[src/rtl/controller_mc_if.sv]
// controller_mc_if: control/status bundle between controller_mc (master) and the multi-cycle datapath (slave).
interface controller_mc_if #(parameter int CNT_W = 32);
   logic [6:0]       op;
   logic [2:0]       funct3;
   logic [6:0]       funct7;
   logic             Zero;
   logic             lt;
   logic             PCWrite;
   logic             AdrSrc;
   logic             MemWrite;
   logic             IRWrite;
   logic [1:0]       ResultSrc;
   logic [1:0]       ALUSrcA;
   logic [1:0]       ALUSrcB;
   logic [2:0]       ALUControl;
   logic [2:0]       ImmSrc;
   logic             RegWrite;
   logic             done;
   logic [CNT_W-1:0] instr_count;
   modport master (
      input  op, funct3, funct7, Zero, lt,
      output PCWrite, AdrSrc, MemWrite, IRWrite, ResultSrc, ALUSrcA, ALUSrcB,
             ALUControl, ImmSrc, RegWrite, done, instr_count
   );
   modport slave (
      output op, funct3, funct7, Zero, lt,
      input  PCWrite, AdrSrc, MemWrite, IRWrite, ResultSrc, ALUSrcA, ALUSrcB,
             ALUControl, ImmSrc, RegWrite, done, instr_count
   );
endinterface

[src/rtl/controller_mc.sv]
// controller_mc: multi-cycle RISC-V control FSM; outputs are registered against the next state,
// except branch PCWrite (needs this cycle's Zero/lt) and ImmSrc (pure decode of op).
module controller_mc #(
   parameter logic [6:0] HALT_OP = 7'b0000000,
   parameter int          CNT_W   = 32
) (
   input logic            clk,
   input logic            rst,
   controller_mc_if.master bus
);
   typedef enum logic [3:0] {
      FETCH, DECODE, MEMADR, MEMREAD, MEMWB, MEMWRITE, EXECR, EXECI,
      ALUWB, JAL, JALR, JALRWB, BRANCH, LUI, HALT
   } state_t;
   typedef struct packed {
      logic       pcw, adr, mw, irw, rw, done, br;
      logic [1:0] rs, sa, sb;
      logic [2:0] alu;
   } ctl_t;

   function automatic logic [2:0] alu_of(input logic [2:0] f3, input logic sub);
      return f3 == 3'b000 ? {2'b00, sub} : f3 == 3'b111 ? 3'b010 : f3 == 3'b110 ? 3'b011 :
             f3 == 3'b100 ? 3'b100 : f3 == 3'b010 ? 3'b101 : 3'b000;
   endfunction

   function automatic ctl_t ctl_of(input state_t s, input logic [2:0] f3, input logic f7b);
      ctl_t c;
      c = '0;
      case (s)
         FETCH:    begin c.irw = 1'b1; c.pcw = 1'b1; c.sb = 2'b10; c.rs = 2'b10; end
         DECODE:   begin c.sa = 2'b01; c.sb = 2'b01; end
         MEMADR:   begin c.sa = 2'b10; c.sb = 2'b01; end
         MEMREAD:  c.adr = 1'b1;
         MEMWB:    begin c.rs = 2'b01; c.rw = 1'b1; end
         MEMWRITE: begin c.adr = 1'b1; c.mw = 1'b1; end
         EXECR:    begin c.sa = 2'b10; c.alu = alu_of(f3, f7b); end
         EXECI:    begin c.sa = 2'b10; c.sb = 2'b01; c.alu = alu_of(f3, 1'b0); end
         ALUWB:    c.rw = 1'b1;
         JAL:      begin c.sa = 2'b01; c.sb = 2'b10; c.pcw = 1'b1; end
         JALR:     begin c.sa = 2'b10; c.sb = 2'b01; c.rs = 2'b10; c.pcw = 1'b1; end
         JALRWB:   begin c.sa = 2'b01; c.sb = 2'b10; c.rs = 2'b10; c.rw = 1'b1; end
         BRANCH:   begin c.sa = 2'b10; c.alu = 3'b001; c.br = 1'b1; end
         LUI:      begin c.rs = 2'b11; c.rw = 1'b1; end
         HALT:     c.done = 1'b1;
         default:  c = '0;
      endcase
      return c;
   endfunction

   state_t           r_state;
   state_t           w_next;
   ctl_t             r_ctl;
   logic [CNT_W-1:0] r_cnt;
   logic             w_taken;

   always_comb begin
      w_next = FETCH;
      case (r_state)
         FETCH:    w_next = DECODE;
         DECODE:   w_next = bus.op == HALT_OP ? HALT :
                            (bus.op == 7'h03 || bus.op == 7'h23) ? MEMADR :
                            bus.op == 7'h33 ? EXECR : bus.op == 7'h13 ? EXECI :
                            bus.op == 7'h6F ? JAL : bus.op == 7'h67 ? JALR :
                            bus.op == 7'h63 ? BRANCH : bus.op == 7'h37 ? LUI : HALT;
         MEMADR:   w_next = bus.op == 7'h03 ? MEMREAD : MEMWRITE;
         MEMREAD:  w_next = MEMWB;
         EXECR:    w_next = ALUWB;
         EXECI:    w_next = ALUWB;
         JAL:      w_next = ALUWB;
         JALR:     w_next = JALRWB;
         HALT:     w_next = HALT;
         default:  w_next = FETCH;
      endcase
   end

   always_ff @(posedge clk or negedge rst) begin
      if (!rst) begin
         r_state <= FETCH;
         r_ctl   <= ctl_of(FETCH, 3'b000, 1'b0);
         r_cnt   <= '0;
      end else begin
         r_state <= w_next;
         r_ctl   <= ctl_of(w_next, bus.funct3, bus.funct7[5]);
         if (w_next == FETCH && r_state != FETCH) r_cnt <= r_cnt + CNT_W'(1);
      end
   end

   assign w_taken = bus.funct3 == 3'b000 ? bus.Zero : bus.funct3 == 3'b001 ? !bus.Zero :
                    bus.funct3 == 3'b100 ? bus.lt : bus.funct3 == 3'b101 ? !bus.lt : 1'b0;

   // enables are gated by rst so an in-flight write is dropped the moment reset asserts
   assign bus.PCWrite     = rst & (r_ctl.pcw | (r_ctl.br & w_taken));
   assign bus.IRWrite     = rst & r_ctl.irw;
   assign bus.MemWrite    = rst & r_ctl.mw;
   assign bus.RegWrite    = rst & r_ctl.rw;
   assign bus.AdrSrc      = r_ctl.adr;
   assign bus.ResultSrc   = r_ctl.rs;
   assign bus.ALUSrcA     = r_ctl.sa;
   assign bus.ALUSrcB     = r_ctl.sb;
   assign bus.ALUControl  = r_ctl.alu;
   assign bus.done        = r_ctl.done;
   assign bus.instr_count = r_cnt;
   assign bus.ImmSrc      = (bus.op == 7'h03 || bus.op == 7'h13 || bus.op == 7'h67) ? 3'b000 :
                            bus.op == 7'h23 ? 3'b001 : bus.op == 7'h63 ? 3'b010 :
                            bus.op == 7'h6F ? 3'b011 : bus.op == 7'h37 ? 3'b100 : 3'b000;
endmodule

[src/flat_wrapper.sv]
// flat-port wrapper written by rule: the top's interface ports become plain ports
module controller_mc_flat 
#(
   parameter logic [6:0] HALT_OP = 7'b0000000,
   parameter int          CNT_W   = 32
)
  (clk, rst, bus_op, bus_funct3, bus_funct7, bus_Zero, bus_lt, bus_PCWrite, bus_AdrSrc, bus_MemWrite, bus_IRWrite, bus_ResultSrc, bus_ALUSrcA, bus_ALUSrcB, bus_ALUControl, bus_ImmSrc, bus_RegWrite, bus_done, bus_instr_count);
  controller_mc_if #(.CNT_W(CNT_W)) bus_i ();
  input logic clk;
  input logic rst;
  input wire logic [$bits(bus_i.op)-1:0] bus_op;
  input wire logic [$bits(bus_i.funct3)-1:0] bus_funct3;
  input wire logic [$bits(bus_i.funct7)-1:0] bus_funct7;
  input wire logic [$bits(bus_i.Zero)-1:0] bus_Zero;
  input wire logic [$bits(bus_i.lt)-1:0] bus_lt;
  output wire logic [$bits(bus_i.PCWrite)-1:0] bus_PCWrite;
  output wire logic [$bits(bus_i.AdrSrc)-1:0] bus_AdrSrc;
  output wire logic [$bits(bus_i.MemWrite)-1:0] bus_MemWrite;
  output wire logic [$bits(bus_i.IRWrite)-1:0] bus_IRWrite;
  output wire logic [$bits(bus_i.ResultSrc)-1:0] bus_ResultSrc;
  output wire logic [$bits(bus_i.ALUSrcA)-1:0] bus_ALUSrcA;
  output wire logic [$bits(bus_i.ALUSrcB)-1:0] bus_ALUSrcB;
  output wire logic [$bits(bus_i.ALUControl)-1:0] bus_ALUControl;
  output wire logic [$bits(bus_i.ImmSrc)-1:0] bus_ImmSrc;
  output wire logic [$bits(bus_i.RegWrite)-1:0] bus_RegWrite;
  output wire logic [$bits(bus_i.done)-1:0] bus_done;
  output wire logic [$bits(bus_i.instr_count)-1:0] bus_instr_count;
  assign bus_i.op = bus_op;
  assign bus_i.funct3 = bus_funct3;
  assign bus_i.funct7 = bus_funct7;
  assign bus_i.Zero = bus_Zero;
  assign bus_i.lt = bus_lt;
  assign bus_PCWrite = bus_i.PCWrite;
  assign bus_AdrSrc = bus_i.AdrSrc;
  assign bus_MemWrite = bus_i.MemWrite;
  assign bus_IRWrite = bus_i.IRWrite;
  assign bus_ResultSrc = bus_i.ResultSrc;
  assign bus_ALUSrcA = bus_i.ALUSrcA;
  assign bus_ALUSrcB = bus_i.ALUSrcB;
  assign bus_ALUControl = bus_i.ALUControl;
  assign bus_ImmSrc = bus_i.ImmSrc;
  assign bus_RegWrite = bus_i.RegWrite;
  assign bus_done = bus_i.done;
  assign bus_instr_count = bus_i.instr_count;
  controller_mc #(.HALT_OP(HALT_OP), .CNT_W(CNT_W)) u_core (.clk(clk), .rst(rst), .bus(bus_i));
endmodule
[config.mk]
export PLATFORM = sky130hd
export DESIGN_NAME = controller_mc_flat
export DESIGN_NICKNAME = d
export VERILOG_FILES = /design/src/rtl/controller_mc_if.sv /design/src/rtl/controller_mc.sv /design/src/flat_wrapper.sv
export SDC_FILE = /design/constraint.sdc
export NUM_CORES = 1
export LEC_CHECK = 0
export ABC_CLOCK_PERIOD_IN_PS = 1900
export CORE_ASPECT_RATIO = 0.7
export CORE_UTILIZATION = 38
export CTS_CLUSTER_DIAMETER = 150
export CTS_CLUSTER_SIZE = 12
export DETAILED_ROUTE_END_ITERATION = 10
export DONT_BUFFER_PORTS = 1
export SYNTH_ARGS = -nofsm -noshare
export SYNTH_HDL_FRONTEND = slang
export SYNTH_SLANG_ARGS = --single-unit
[constraint.sdc]
create_clock -name clk -period 1.9 [get_ports clk]
set_clock_uncertainty 0.15 [all_clocks]
set_input_delay 0.19 -clock clk [delete_from_list [all_inputs] [get_ports clk]]
set_output_delay 0.19 -clock clk [all_outputs]
set_load 0.05 [all_outputs]
# Word level (Yosys, flattened, before mapping)
# Cells that the tools add are included.
# Widths: inputs -> output; s select.
[word_totals]
ff_bits = 52
input_bits = 21
output_inout_bits = 50
wordCells = 112
[classes]
add_sub_neg = 1
n_eq_ne = 36
muxes = 36
bitwise = 6
n_reduce_logical = 20
[op_table]
columns = ["cell", "n"]
rows = [
  ["$eq 4x4->1 const B", 10],
  ["$mux 3", 12],
  ["$add 32x1->32 const B", 1],
  ["$mux 4", 7],
  ["$pmux 4 s7", 1],
  ["$eq 4x3->1 const B", 6],
  ["$eq 7x6->1 const B", 3],
  ["$eq 7x7->1 const B", 3],
  ["$eq 4x2->1 const B", 4],
  ["$reduce_or 3->1", 5],
  ["$eq 3x3->1 const B", 4],
  ["$mux 1", 11],
  ["$pmux 3 s3", 1],
  ["$eq 4x1->1 const B", 2],
  ["$logic_not 4->1", 2],
  ["$pmux 2 s2", 2],
  ["$reduce_or 4->1", 2],
  ["$eq 7x2->1 const B", 1],
  ["$eq 7x5->1 const B", 1],
  ["$logic_not 7->1", 1],
  ["$pmux 2 s3", 1],
  ["$and 1x1->1", 5],
  ["$reduce_or 5->1", 1],
  ["$reduce_bool 4->1", 1],
  ["other kinds (9)", 12],
]

# Longest topological paths before layout
[logic_depth]
ltp_word = 13
mapped_depth = 8
depth_no_buf = 7

# Worst setup path before layout
# No wires, ideal clock.
[synth_path]
path_kind = "input port to output port"
start = "input port bus_op[3]"
end = "output port bus_ImmSrc[0]"
arrival_time_ns = 1.914
required_ns = 1.560
setup_slack_ns = -0.354
stages = 4
n_path_buf = 1
cell_sequence = "nand4bb_1 -> buf_2 -> mux2_2 -> nor3b_1"
[synth_between]
elab_chain_len = 5
word_cells_on_any_way = 12
classes_between = "6 x eq/ne; 4 x mux; 2 x reduce/logical"
[synth_rtl]
columns = ["element", "line", "rtl"]
rows = [
  ["start, declared", "flat_wrapper.sv:11", "input wire logic [$bits(bus_i.op)-1:0] bus_op;"],
  ["$eq 7x7->1", "controller_mc.sv:105", "bus.op == 7'h6F ? 3'b011 : bus.op == 7'h37 ? 3'b100 : 3'b000;"],
  ["$mux 3", "controller_mc.sv:105", ""],
  ["$mux 3 (2 in a row)", "controller_mc.sv:104", "bus.op == 7'h23 ? 3'b001 : bus.op == 7'h63 ? 3'b010 :"],
  ["$mux 3 (*)", "controller_mc.sv:103", "assign bus.ImmSrc = (bus.op == 7'h03 || bus.op == 7'h13 || bus.op == 7'h67) ? 3'b000 :"],
  ["end, declared", "flat_wrapper.sv:24", "output wire logic [$bits(bus_i.ImmSrc)-1:0] bus_ImmSrc;"],
]
# Every way passes the cells marked *; elsewhere a longest branch is shown, timed or not.

# Worst setup path in the final report
[layout_path]
start = "register u_core.r_state[1]"
end = "register u_core.r_cnt[20], in the netlist u_core.bus.instr_count[20]"
[layout_between]
elab_chain_len = 5
word_cells_on_any_way = 14
classes_between = "8 x eq/ne; 1 x mux; 5 x reduce/logical"
[layout_rtl]
columns = ["element", "line", "rtl"]
rows = [
  ["start, declared", "controller_mc.sv:50", "state_t r_state;"],
  ["start signal, assigned", "controller_mc.sv:82", "r_state <= w_next;"],
  ["$eq 4x3->1 or $eq 4x4->1 (tied branches)", "controller_mc.sv:58", "case (r_state)"],
  ["$reduce_or 3->1 (no line)", "-", ""],
  ["$pmux 4 s7", "controller_mc.sv:58", ""],
  ["$logic_not 4->1", "controller_mc.sv:84", "if (w_next == FETCH && r_state != FETCH) r_cnt <= r_cnt + CNT_W'(1);"],
  ["$logic_and 1x1->1 (*)", "controller_mc.sv:84", ""],
  ["end signal, assigned", "controller_mc.sv:84", ""],
  ["end, declared", "controller_mc.sv:53", "logic [CNT_W-1:0] r_cnt;"],
]
# Marked as above.
# A chain may end at the register's enable or synchronous reset.

==> impl_metrics.ini <==
[cells_and_area]
utilization = 0.5634
area.growth.synth_to_final_pct = 38.63
fin_nets = 336
diodes = 0
drive_above_1_share = 0.4857

[die]
start_util = 0.4064
die-area_mm2 = 0.007246
coreArea_mm2 = 0.006456
io_pins = 71
die_w_um = 101.3
die_y_um = 71.52
fp-row-count = 24

[drt]
drt_pass1_iterations = 4
drt_iter0_drc = 64
via_per_inst = 5.007
antenna_left = 0
drc_errors = 0
vias = 2033
routed_wl_um = 6273
routedWlPerCell_um = 15.45

[global_route]
antenna_found_initial = 0
grt_pass1_vias = 2028
grt_max_degree = 53
grt_usage = 0.1815
grt_first_pass_wirelength_um = 9942
globalRoute.totalOverflow = 0

[status]
violations = setup timing
status = finished with violations

[synthesis]
ys_warn_count = 0
ys_ff_latch = 52
synth_top_area_cell = dfrtp_1
synthMuxAreaShare = 0.02003
syn_nets = 260
synth_top_family_by_area = simple AND/OR/NAND/NOR gates
synthArstFlopShare = 1.000
synthTopCellsByArea = dfrtp_1 46%, xnor2_1 9.7%, dfstp_2 4.0%
synth_xor_area_frac = 0.1168
synth_flop_cell = dfrtp_1
ys_types = 57
synth_edf_count = 0
synth_compound_area_frac = 0.07916
synthSimpleGateAreaFrac = 0.2237
yosysMostFrequentCell = dfrtp_1
ys_seq_area_frac = 0.4979
yosys.area.top_type_share = 0.4578
synth_fa_ha_area_frac = 0.004769
syn_area_per_cell_um2 = 11.02
syn_inst = 238
synth_common_cells = 48 x dfrtp_1, 29 x xnor2_1, 21 x nand3_1, 15 x nand2_1, 10 x nor2_1
netlist_area_mm2 = 0.002624

[hold_path]
worstHoldStart = bus_funct3[2]
whs_endpoint = u_core.bus.ALUControl[0]$_DFF_PN0_
hold_depth = 3
hold_path_class = in2reg

[sta]
min_period_ns = 2.049
final_hold_viol_count = 0
setup_slack_ns = -0.1493
rsz0062_at_grt = yes
slew_violations = 0
tightest_slew_ns = 0.5777
fmax_ghz = 0.4880
fin_crit_sh = 1.079
setup_violations = 17
max_slew_margin = 0.6148
hold_ws_ns = 0.02308

[worst_setup_path]
crit-reg2reg-launch = u_core.r_state[1]$_DFF_PN0_
reg2reg_depth = 9
r2r-end = u_core.bus.instr_count[20]$_DFFE_PN0P_
cp_max_fo = 5
regToRegSetupSlack_ns = -0.15
critical_path_class = reg2reg
start_kind = flop
cp.arrival_ns = 2.10
cp-end-kind = flop
cp.required_ns = 1.95

[place]
place_congestion = 0.8487
dp_hpwl_um = 4254
portBuffers = 0

[cts]
clock_path_buffers = 2
cts_max_level = 2
clk_latency_ns = 0.31
cts_buffers = 5
cts_sinks = 52
cts_tree = yes
clock_tree.root_cell = clkbuf_8
clk_pin_slew_ns = 0.10

[pwr]
peakVddDrop_mv = 0.7450
p_per_area_mw_per_mm2 = 1308
p_leak_nw = 1.647

[job]
drv_cap = 0
-- routing by layer --
metal	part of all wire	up-vias	track usage	wire (um)
met5	0	-	0	0
met4	0.0057	0	0.04187	36
met3	0.060	4	0.06341	374
met2	0.45	62	0.2653	2813
met1	0.49	983	0.2588	3049
li1	-	984	-	-
-- power by group --
| part | internal [W] | leakage (nW) | switching [W] |
|---|---|---|---|
| combinational | 0.000961 | 0.921 | 0.00120 |
| clock | 0.000398 | 0.0548 | 0.000397 |
| sequential | 0.00136 | 0.671 | 0.000438 |
| total | 0.00272 | 1.65 | 0.00204 |
-- worst max-delay path, cell delays in order, from the launching register on --
cell and delay [ns]:
dfrtp_2 0.47, buf_6 0.13, and2b_2 0.23, a31oi_4 0.05, inv_2 0.10, nand4_4 0.15, nor3b_4 0.25, buf_4 0.16
nand3_1 0.10, xnor2_1 0.14
-- placed cells by master (no fill, tap or decap), types with 3 or more instances in the layout --
cell	count
and2_1	3
dfstp_2	4
dlygate4sd3_1	5
mux2i_1	3
o21ai_1	4
buf_6	7
nor3_1	3
xor2_1	6
xnor2_1	26
nand2_1	14
buf_4	71
o21ai_0	3
nand4_1	6
nand2b_1	3
nand3_1	9
dfrtp_2	15
clkbuf_8	5
and3_1	5
xnor2_2	3
nand3_2	10
a21oi_1	3
inv_2	3
nor2_1	7
dfrtp_1	33
inv_1	5
-- registers in the layout, summed over array words and instances, names as in the netlist --
register and count:
u_core.r_state 4, u_core.bus.AdrSrc 1, u_core.r_ctl 5, u_core.bus.ALUSrcB 2, u_core.bus.instr_count 32, u_core.bus.ALUSrcA 2
u_core.bus.done 1, u_core.bus.ResultSrc 2, u_core.bus.ALUControl 3
-- worst max-delay path by stage --
stage                                          startpoint                                      to  slack, ns
finish                        u_core.r_state[1]$_DFF_PN0_  u_core.bus.instr_count[20]$_DFFE_PN0P_      -0.15
global route                  u_core.r_state[1]$_DFF_PN0_  u_core.bus.instr_count[20]$_DFFE_PN0P_      -0.25
detailed placement            u_core.r_state[0]$_DFF_PN0_  u_core.bus.instr_count[30]$_DFFE_PN0P_      -0.13
floorplan           u_core.bus.instr_count[2]$_DFFE_PN0P_  u_core.bus.instr_count[25]$_DFFE_PN0P_      -0.13
CTS                           u_core.r_state[1]$_DFF_PN0_         u_core.bus.ALUSrcA[1]$_DFF_PN0_      -0.12
global placement              u_core.r_state[1]$_DFF_PN0_              u_core.r_ctl[11]$_DFF_PN0_      -0.13
-- logic make-up (layout without fill, tap and decap cells) --
group / Yosys count / in the layout
AO/OA/AOI/OAI: 27 / 27
XOR/XNOR: 35 / 35
adder cells (fa/ha/maj): 1 / 1
buffers and inverters: 24 / 100
flip-flops: 52 / 52
multiplexers: 5 / 5
AND/OR/NAND/NOR: 94 / 95
-- layout make-up --
type / instances / area (um2)
inverter: 8 / 30.03
sequential: 52 / 1325
timing repair buffer: 84 / 689.4
tap: 91 / 113.9
fill: 543 / 2819
clock buffer: 5 / 68.82
multi-input combinational: 163 / 1364
clock inverter: 3 / 46.29
-- timing repair --
action                                  CTS  global route
pin swaps                                 8            10
endpoints found under the hold margin    55             0
buffers inserted                          5             2
endpoints found under the setup margin   26            37
hold buffers                              6             0
gates resized for setup                  14            30
gates cloned                              0             1
-- per-stage QoR --
step / TNS [ns] / setup slack, ns / instances / total power, W / cell area, um2
final: -1.319 / -0.1493 / 406 / 0.004759 / 3637
after global routing: -3.791 / -0.2497 / 406 / 0.005029 / 3637
after CTS: -0.8975 / -0.1171 / 404 / 0.004635 / 3498
after detailed placement: -1.726 / -0.1300 / 385 / 0.003679 / 3219
after global placement: -1.024 / -0.1264 / 385 / 0.003652 / 3219
after floorplan: -1.254 / -0.1280 / 238 / 0.003083 / 2693
Power figures use the tool's default switching activity.
